[config.mk]
export PLATFORM = sky130hd
export DESIGN_NAME = decode_stage_flat
export DESIGN_NICKNAME = d
export VERILOG_FILES = /design/src/rtl/my_pkg.sv /design/src/rtl/decode_stage_if.sv /design/src/rtl/rv32i_decoder.sv /design/src/rtl/decode_stage.sv /design/src/flat_wrapper.sv
export SDC_FILE = /design/constraint.sdc
export NUM_CORES = 1
export LEC_CHECK = 0
export BUFFER_PORTS_ARGS = -buffer_cell sky130_fd_sc_hd__buf_2
export CORE_ASPECT_RATIO = 2
export CORE_MARGIN = 1
export CORE_UTILIZATION = 52
export CTS_CLUSTER_DIAMETER = 80
export DETAILED_ROUTE_END_ITERATION = 16
export PLACE_DENSITY = 0.86
export SLEW_MARGIN = 15
export SYNTH_ARGS = -nofsm -noshare
export SYNTH_HDL_FRONTEND = slang
export SYNTH_SLANG_ARGS = --single-unit
[constraint.sdc]
create_clock -name clk -period 3.1 [get_ports clk]
set_input_delay 0.465 -clock clk [delete_from_list [all_inputs] [get_ports clk]]
set_output_delay 0.465 -clock clk [all_outputs]
set_load 0.005 [all_outputs]
[src/rtl/my_pkg.sv]
`default_nettype none
// ============================================================================
// Package  : my_pkg
// Purpose  : Shared decode types, RV32I opcode constants and the NOP encoding.
// Revision : 1.0
// ============================================================================
package my_pkg;

  typedef enum logic [2:0] {R_type, I_type, S_type, B_type, U_type, J_type} fmts;
  typedef enum logic [2:0] {adder, logical, shifter, branch, memory, bypass} xu;
  typedef enum logic [2:0] {OP0, OP1, OP2, OP3, OP4, OP5, OP6, OP7} instruction_type;

  localparam logic [6:0] OPC_LUI    = 7'b0110111;
  localparam logic [6:0] OPC_AUIPC  = 7'b0010111;
  localparam logic [6:0] OPC_JAL    = 7'b1101111;
  localparam logic [6:0] OPC_JALR   = 7'b1100111;
  localparam logic [6:0] OPC_BRANCH = 7'b1100011;
  localparam logic [6:0] OPC_LOAD   = 7'b0000011;
  localparam logic [6:0] OPC_STORE  = 7'b0100011;
  localparam logic [6:0] OPC_OP_IMM = 7'b0010011;
  localparam logic [6:0] OPC_OP     = 7'b0110011;

  // addi x0,x0,0
  localparam logic [31:0] NOP_WORD = 32'h00000013;

endpackage
`default_nettype wire

[src/rtl/decode_stage_if.sv]
`default_nettype none
// ============================================================================
// Interface : decode_stage_if
// Purpose   : Fetch-side inputs and operandFetch-side outputs of the decode stage.
// Revision  : 1.0
// ============================================================================
interface decode_stage_if;
  import my_pkg::*;

  logic [31:0]     instr_in;
  logic [31:0]     NPC_in;
  logic [3:0]      tag_in;
  logic            bubble;
  logic            jump;
  logic [31:0]     instruction;
  logic [31:0]     NPC_out;
  logic [3:0]      tag_out;
  fmts             fmt;
  xu               xu_sel;
  instruction_type i_out;
  logic            illegal;

  modport master (
    output instr_in, NPC_in, tag_in, bubble, jump,
    input  instruction, NPC_out, tag_out, fmt, xu_sel, i_out, illegal
  );

  modport slave (
    input  instr_in, NPC_in, tag_in, bubble, jump,
    output instruction, NPC_out, tag_out, fmt, xu_sel, i_out, illegal
  );

endinterface
`default_nettype wire

[src/rtl/rv32i_decoder.sv]
`default_nettype none
// ============================================================================
// Module   : rv32i_decoder
// Purpose  : Combinational RV32I decode of one word into format, unit and operation.
// Revision : 1.0
// ============================================================================
module rv32i_decoder
  import my_pkg::*;
(
  input  logic [31:0]     instr,
  output fmts             fmt,
  output xu               xu_sel,
  output instruction_type i_out,
  output logic            illegal
);

  logic [6:0] opcode;
  logic [2:0] funct3;
  logic       is_r;
  logic       f7_zero;
  logic       f7_alt;

  assign opcode  = instr[6:0];
  assign funct3  = instr[14:12];
  assign is_r    = (opcode == OPC_OP);
  assign f7_zero = (instr[31:25] == 7'b0000000);
  assign f7_alt  = (instr[31:25] == 7'b0100000);

  always_comb begin
    fmt     = R_type;
    xu_sel  = bypass;
    i_out   = OP0;
    illegal = 1'b0;
    case (opcode)
      OPC_LUI:   begin fmt = U_type; xu_sel = bypass; i_out = OP1; end
      OPC_AUIPC: begin fmt = U_type; xu_sel = adder;  i_out = OP0; end
      OPC_JAL:   begin fmt = J_type; xu_sel = branch; i_out = OP6; end
      OPC_JALR: begin
        fmt = I_type; xu_sel = branch; i_out = OP7;
        illegal = (funct3 != 3'b000);
      end
      OPC_BRANCH: begin
        fmt = B_type; xu_sel = branch;
        case (funct3)
          3'b000:  i_out = OP0;
          3'b001:  i_out = OP1;
          3'b100:  i_out = OP2;
          3'b101:  i_out = OP3;
          3'b110:  i_out = OP4;
          3'b111:  i_out = OP5;
          default: illegal = 1'b1;
        endcase
      end
      OPC_LOAD: begin
        fmt = I_type; xu_sel = memory;
        case (funct3)
          3'b000:  i_out = OP0;
          3'b100:  i_out = OP1;
          3'b001:  i_out = OP2;
          3'b101:  i_out = OP3;
          3'b010:  i_out = OP4;
          default: illegal = 1'b1;
        endcase
      end
      OPC_STORE: begin
        fmt = S_type; xu_sel = memory;
        case (funct3)
          3'b000:  i_out = OP5;
          3'b001:  i_out = OP6;
          3'b010:  i_out = OP7;
          default: illegal = 1'b1;
        endcase
      end
      OPC_OP_IMM, OPC_OP: begin
        // funct7 is immediate data for OP-IMM except on the shift encodings
        fmt = is_r ? R_type : I_type;
        case (funct3)
          3'b000: begin
            xu_sel  = adder;
            i_out   = (is_r && f7_alt) ? OP1 : OP0;
            illegal = is_r && !(f7_zero || f7_alt);
          end
          3'b001: begin xu_sel = shifter; i_out = OP0; illegal = !f7_zero; end
          3'b010: begin xu_sel = adder;   i_out = OP2; illegal = is_r && !f7_zero; end
          3'b011: begin xu_sel = adder;   i_out = OP3; illegal = is_r && !f7_zero; end
          3'b100: begin xu_sel = logical; i_out = OP0; illegal = is_r && !f7_zero; end
          3'b101: begin
            xu_sel  = shifter;
            i_out   = f7_alt ? OP2 : OP1;
            illegal = !(f7_zero || f7_alt);
          end
          3'b110: begin xu_sel = logical; i_out = OP1; illegal = is_r && !f7_zero; end
          default: begin xu_sel = logical; i_out = OP2; illegal = is_r && !f7_zero; end
        endcase
      end
      default: illegal = 1'b1;
    endcase
    if (illegal) begin
      fmt    = R_type;
      xu_sel = bypass;
      i_out  = OP0;
    end
  end

endmodule
`default_nettype wire

[src/rtl/decode_stage.sv]
`default_nettype none
// ============================================================================
// Module   : decode_stage
// Purpose  : Decode pipeline register with flush-to-NOP and bubble hold.
// Revision : 1.0
// ============================================================================
module decode_stage
  import my_pkg::*;
(
  input  logic           clk,
  input  logic           reset,
  decode_stage_if.slave  bus
);

  logic [31:0]     instr_q, instr_d;
  logic [31:0]     npc_q, npc_d;
  logic [3:0]      tag_q, tag_d;
  fmts             dec_fmt;
  xu               dec_xu;
  instruction_type dec_op;
  logic            dec_illegal;

  // Flush beats stall; bubble=0 means operandFetch is not accepting
  always_comb begin
    instr_d = instr_q;
    npc_d   = npc_q;
    tag_d   = tag_q;
    if (bus.jump) begin
      instr_d = NOP_WORD;
      npc_d   = 32'h0;
      tag_d   = bus.tag_in;
    end else if (bus.bubble) begin
      instr_d = bus.instr_in;
      npc_d   = bus.NPC_in;
      tag_d   = bus.tag_in;
    end
  end

  always_ff @(posedge clk or negedge reset) begin
    if (!reset) begin
      instr_q <= NOP_WORD;
      npc_q   <= 32'h0;
      tag_q   <= 4'h0;
    end else begin
      instr_q <= instr_d;
      npc_q   <= npc_d;
      tag_q   <= tag_d;
    end
  end

  rv32i_decoder u_decoder (
    .instr   (instr_q),
    .fmt     (dec_fmt),
    .xu_sel  (dec_xu),
    .i_out   (dec_op),
    .illegal (dec_illegal)
  );

  assign bus.instruction = dec_illegal ? NOP_WORD : instr_q;
  assign bus.NPC_out     = npc_q;
  assign bus.tag_out     = tag_q;
  assign bus.fmt         = dec_fmt;
  assign bus.xu_sel      = dec_xu;
  assign bus.i_out       = dec_op;
  assign bus.illegal     = dec_illegal;

endmodule
`default_nettype wire

[src/flat_wrapper.sv]
// flat-port wrapper written by rule: the top's interface ports become plain ports
module decode_stage_flat import my_pkg::*;
  (clk, reset, bus_instr_in, bus_NPC_in, bus_tag_in, bus_bubble, bus_jump, bus_instruction, bus_NPC_out, bus_tag_out, bus_fmt, bus_xu_sel, bus_i_out, bus_illegal);
  decode_stage_if bus_i ();
  input  logic clk;
  input  logic reset;
  input wire logic [$bits(bus_i.instr_in)-1:0] bus_instr_in;
  input wire logic [$bits(bus_i.NPC_in)-1:0] bus_NPC_in;
  input wire logic [$bits(bus_i.tag_in)-1:0] bus_tag_in;
  input wire logic [$bits(bus_i.bubble)-1:0] bus_bubble;
  input wire logic [$bits(bus_i.jump)-1:0] bus_jump;
  output wire logic [$bits(bus_i.instruction)-1:0] bus_instruction;
  output wire logic [$bits(bus_i.NPC_out)-1:0] bus_NPC_out;
  output wire logic [$bits(bus_i.tag_out)-1:0] bus_tag_out;
  output wire logic [$bits(bus_i.fmt)-1:0] bus_fmt;
  output wire logic [$bits(bus_i.xu_sel)-1:0] bus_xu_sel;
  output wire logic [$bits(bus_i.i_out)-1:0] bus_i_out;
  output wire logic [$bits(bus_i.illegal)-1:0] bus_illegal;
  assign bus_i.instr_in = bus_instr_in;
  assign bus_i.NPC_in = bus_NPC_in;
  assign bus_i.tag_in = bus_tag_in;
  assign bus_i.bubble = bus_bubble;
  assign bus_i.jump = bus_jump;
  assign bus_instruction = bus_i.instruction;
  assign bus_NPC_out = bus_i.NPC_out;
  assign bus_tag_out = bus_i.tag_out;
  assign bus_fmt = bus_i.fmt;
  assign bus_xu_sel = bus_i.xu_sel;
  assign bus_i_out = bus_i.i_out;
  assign bus_illegal = bus_i.illegal;
  decode_stage u_core (.clk(clk), .reset(reset), .bus(bus_i));
endmodule
After elaboration in Yosys (flattened, before gate mapping)
Index checks and enable logic that the tools add are counted.
{"block": "op_classes", "bitwise_logic": 0, "add_sub_neg": 0, "n_div": 0, "n_mux": 26, "order_cmp": 0, "n_shift": 0, "n_mul": 0, "n_eq_ne": 17, "n_reduce_logical": 22}
{"cell": "2-to-1 mux 32 bit", "count": 5}
{"cell": "== test 7 x 6 -> 1 bit, second input constant", "count": 4}
{"cell": "one-hot mux 3 bit (4 select lines)", "count": 2}
{"cell": "== test 7 bit, second input constant", "count": 3}
{"cell": "one-hot mux 3 bit (7 select lines)", "count": 1}
{"cell": "one-hot mux 3 bit (6 select lines)", "count": 1}
{"cell": "one-hot mux 3 bit (5 select lines)", "count": 1}
{"cell": "== test 7 x 5 -> 1 bit, second input constant", "count": 2}
{"cell": "== test 3 bit, second input constant", "count": 4}
{"cell": "OR reduction 2 bit", "count": 6}
{"cell": "OR reduction 3 bit", "count": 4}
{"cell": "one-hot mux 2 bit (5 select lines)", "count": 1}
{"cell": "2-to-1 mux 3 bit", "count": 3}
{"cell": "one-hot mux 3 bit (3 select lines)", "count": 1}
{"cell": "2-to-1 mux 4 bit", "count": 2}
{"cell": "== test 7 x 2 -> 1 bit, second input constant", "count": 1}
{"cell": "logical NOT 7 bit", "count": 1}
{"cell": "== test 3 x 2 -> 1 bit, second input constant", "count": 2}
{"cell": "one-hot mux 1 bit (6 select lines)", "count": 1}
{"cell": "OR reduction 6 bit", "count": 1}
{"cell": "2-to-1 mux 1 bit", "count": 5}
{"cell": "OR reduction 5 bit", "count": 1}
{"cell": "one-hot mux 2 bit (2 select lines)", "count": 1}
{"cell": "== test 3 x 1 -> 1 bit, second input constant", "count": 1}
{"cell": "other kinds (8)", "count": 11}
{"block": "word_totals", "in_bits": 72, "mem_count": 0, "mem_bits_rw": 0, "latchBits": 0, "mem_bits_ro": 0, "reg_bits": 68, "wordCells": 68}

Longest topological paths before layout
{"block": "logic_depth", "ltp_word": 7, "ltp_mapped": 8, "depth_no_buf": 6}

Modules after synthesis
Synthesis repeated with hierarchy kept, for this count alone.
{"block": "unflattened", "cells_unflattened": 340, "hier_area_um2": 3626.0}
{"module": "decode_stage", "area_each_um2": 2989.1, "cells_each": 250, "instances": 1}
{"module": "rv32i_decoder", "area_each_um2": 636.9, "cells_each": 90, "instances": 1}

Least setup slack after synthesis
Ideal clock, no wire load.
{"block": "synth_path", "path_kind": "register to output", "from": "register u_core.instr_q[25]", "to": "output bus_i_out[0]", "t_arrival_ns": 1.752, "n_path_buf": 0, "setup_slack_ns": 0.883, "stages_incl_launch_ff": 6, "cell_sequence": "dfrtp_1 -> nor4_4 -> nand3_1 -> or3b_1 -> a221o_1 -> a211oi_2"}
{"block": "synth_between", "elab_chain_len": 7, "elab_cells_between_ends": 15, "classes_between": "eq/ne (1); mux (7); reduce/logical (7)"}
{"item": "start: declaration", "line": "decode_stage.sv:15", "rtl": "logic [31:0] instr_q, instr_d;"}
{"item": "start signal: assignment", "line": "decode_stage.sv:45", "rtl": "instr_q <= instr_d;"}
{"item": "== test 7 x 6 -> 1 bit / logical NOT 7 bit (equally long branches)", "line": "rv32i_decoder.sv:27, rv32i_decoder.sv:26"}
{"item": "logical OR 1 bit", "line": "rv32i_decoder.sv:81, rv32i_decoder.sv:90"}
{"item": "logical NOT 1 bit", "line": "rv32i_decoder.sv:81, rv32i_decoder.sv:90"}
{"item": "logical AND 1 bit", "line": "rv32i_decoder.sv:81", "rtl": "illegal = is_r && !(f7_zero || f7_alt);"}
{"item": "one-hot mux 1 bit (3 select lines)", "line": "rv32i_decoder.sv:77", "rtl": "case (funct3)"}
{"item": "one-hot mux 1 bit (6 select lines)", "line": "rv32i_decoder.sv:34", "rtl": "case (opcode)"}
{"item": "2-to-1 mux 3 bit *", "line": "rv32i_decoder.sv:98", "rtl": "if (illegal) begin"}
{"item": "end: declaration", "line": "flat_wrapper.sv:17", "rtl": "output wire logic [$bits(bus_i.i_out)-1:0] bus_i_out;"}
Every way passes the cells marked *; elsewhere a longest branch is shown, timed or not.

Final worst setup path
{"block": "layout_path", "from": "register u_core.instr_q[1]", "to": "output bus_instruction[2]"}
{"block": "layout_between", "elab_chain_len": 5, "elab_cells_between_ends": 16, "classes_between": "eq/ne (9); mux (3); reduce/logical (4)"}
{"item": "== test 7 x 6 -> 1 bit", "line": "rv32i_decoder.sv:25, rv32i_decoder.sv:34"}
{"item": "logical AND 1 bit (on tied branches)"}
{"item": "one-hot mux 1 bit (3 select lines)", "line": "rv32i_decoder.sv:77"}
{"item": "one-hot mux 1 bit (6 select lines) *", "line": "rv32i_decoder.sv:34"}
{"item": "2-to-1 mux 32 bit *", "line": "decode_stage.sv:59", "rtl": "assign bus.instruction = dec_illegal ? NOP_WORD : instr_q;"}
{"item": "end: declaration", "line": "flat_wrapper.sv:12", "rtl": "output wire logic [$bits(bus_i.instruction)-1:0] bus_instruction;"}
Marked as above.

==> impl_metrics.yaml <==
worst_hold_path:
  hp-class: "in -> async"
sta:
  rsz0062_at_grt: "false"
  max_freq_mhz: 331
  worst_slack_ns: 0.0826
  maxSlewViolCount: 0
  setup_violations: 0
  slew_headroom_pct: 59.1
  post-route-period-util_pct: 97.3
  fin_setup_tns_ns: 0
  worst_pin_slew_ns: 0.606
  skew_ns: 0
  min_period_ns: 3.02
  hold_violations: 0
place:
  place_ws_ns: 0.355
  portBuffers: 147
  dp_hpwl_um: 6820
  place.gp.congestion: 0.990
  dpl-instance-area_mm2: 0.00433
synth:
  synth_top_area_share_pct: 46.3
  async_reset_ff_share_pct: 100
  ys_ff_latch: 68
  synth.distinct_cells: 49
  synth_edf_count: 0
  synthCells: 346
  yosys-top-cells-area: "dfrtp_1 (46%), mux2i_1 (17%), nor2_1 (7.8%)"
  synth_top_flop_cell: "dfrtp_1"
  yosysWarnings: 0
  synth_area_mm2: 0.00351
  syn-mean-instance-area_um2: 10.1
  yosysSeqAreaShare_pct: 48.6
  yosysTopAreaCell: "dfrtp_1"
critical_path:
  slowest_delay_ns: 0.64
  path_cells: "and3b_1 > nand2_1 > o41ai_1 > a311oi_4 > buf_4 > buf_4 > and2_1 > buf_2"
  crit_buf_inv: 3
  crit_required_ns: 2.63
  crit_family: "compound AO/OA/AOI/OAI gates"
  cp_slowest_cell: "o41ai_1"
  cp-start-kind: "register"
  critPathMaxFanout: 6
  critPathKind: "reg -> out"
  crit_arrival_ns: 2.55
  cpMostUsedCell: "buf_4"
  cp-end-kind: "primary output"
die:
  die_x_um: 60.1
  fp.dieArea_mm2: 0.00710
  core-area_mm2: 0.00657
  initial_core_util_pct: 53.4
  pin_count: 150
  num_rows: 42
  die_h_um: 118
finish:
  regArea_mm2: 0.00171
  final_common_cell: "buf_2"
  postLayoutCellArea_mm2: 0.00469
  nFillCells: 498
  multiInputGateArea_mm2: 0.00168
  final_cell_mix: "buf_2 (146), nor2_1 (73), dfrtp_1 (65), mux2i_1 (61), and2_1 (27)"
  areaGrowthSynthToFinish_pct: 33.5
  utilization_pct: 71.3
  nNetsFinal: 562
  drive_above_1_share_pct: 38.6
drt:
  drtAntennaViolNets: 0
  detail_route.wl_per_cell_um: 16.5
  drt-initial-drc-count: 289
  num_vias: 3112
  avgViaCountPerCell: 5.33
  routed_wl_um: 9640
  drc: 0
  dr.pass1.iters: 4
grt:
  grt_util_all_layers_pct: 29.4
  grt_start_max_net_pins: 43
  grt_pass1_vias: 3162
  antenna_found_initial: 1
  gr-total-overflow: 0
  grt_pass1_wl_um: 15300
clocking:
  path_clk_slew_ns: 0.06
  cts_sinks: 68
  cts_inserted_buffers: 9
  holdBufCountCts: 0
  clockBufferDepth: 2
  insertion_delay_ns: 0.33
  clock-root-buffer: "clkbuf_16"
  cts_tree: "done"
  h-tree-depth: 3
outcome:
  status: "completed"
pwr:
  cellPowerDensity_mw_per_mm2: 529
  peakVddDrop_uv: 440
  leakagePower_nw: 2.54
run:
  drv_cap: 0
==> synth_stat cells, drive strengths merged, types with 2 or more instances <==
library cell,count
a31oi,2
o21a,2
xor2,2
and3b,2
a21oi,6
o311ai,2
dfrtp,65
o22ai,2
nor3,2
inv,3
nor2b,9
and2,27
a211oi,2
and3,2
clkbuf,17
nand2,9
a211o,3
nand2b,8
nor4,3
nand3,5
nor2,73
o21ai,6
mux2i,61
buf,11
dfstp,3
mux2,4
==> worst paths after layout <==
check,startpoint,end,slack [ns],cells after the start
max,u_core.instr_q[1],bus_instruction[2],0.08,8
min,reset,u_core.bus.NPC_out[6],0.10,1
max reg2reg,u_core.instr_q[2],u_core.instr_q[2],2.08,3
min reg2reg,u_core.bus.tag_out[2],u_core.bus.tag_out[2],0.51,1
max in group asynchronous,reset,u_core.instr_q[1],2.27,2
min in group clk,bus_instr_in[0],u_core.instr_q[0],0.35,2
==> power breakdown <==
| part | internal (mW) | switching (mW) | total [mW] |
|---|---|---|---|
| clock | 0.724 | 0.378 | 1.10 |
| sequential | 0.942 | 0.0466 | 0.989 |
| combinational | 0.182 | 0.208 | 0.390 |
==> layer usage <==
metal | wire length [µm] | GRT usage [%] | vias up
met5 | 0 | 0 | -
met4 | 263 | 15.1 | 0
met3 | 483 | 7.99 | 20
met2 | 5380 | 48.9 | 123
met1 | 3510 | 32.8 | 1507
li1 | - | - | 1462
==> layout make-up <==
type / instances / share of cell area [%]
Sequential cell: 68 / 36.4
Antenna cell: 1 / 0.0534
Multi-Input combinational cell: 248 / 35.8
Tap cell: 88 / 2.35
Clock buffer: 10 / 5.10
Inverter: 3 / 0.294
Timing Repair Buffer: 160 / 18.1
Clock inverter: 6 / 1.87
==> flip-flops by register name, indices dropped and copies added (netlist names) <==
| signal | cells |
|---|---|
| u_core.instr_q | 32 |
| u_core.bus.tag_out | 4 |
| u_core.bus.NPC_out | 32 |
==> metrics by stage <==
step / cells / hold slack [ns] / total power [mW]
after floorplan: 347 / 0.169 / 1.20
after global placement: 564 / 0.453 / 1.36
after detailed placement: 564 / 0.462 / 1.38
after CTS: 583 / 0.108 / 2.49
after global routing: 584 / 0.138 / 2.57
final: 584 / 0.103 / 2.48
==> repair_timing <==
item | 4_1_cts | 5_1_grt
setup buffers | 3 | 0
endpoints found under the setup margin | 4 | 0
gates resized for setup | 1 | 0
==> kinds of logic after synthesis <==
family / count (synthesis) / synth area share (%)
AND/OR/NAND/NOR: 144 / 20.6
flip-flops: 68 / 48.6
multiplexers: 65 / 18.7
AO/OA/AOI/OAI: 35 / 7.45
buffers and inverters: 31 / 4.13
XOR/XNOR: 2 / 0.499
other: 1 / 0.107
(Power assumes the default switching activity.)
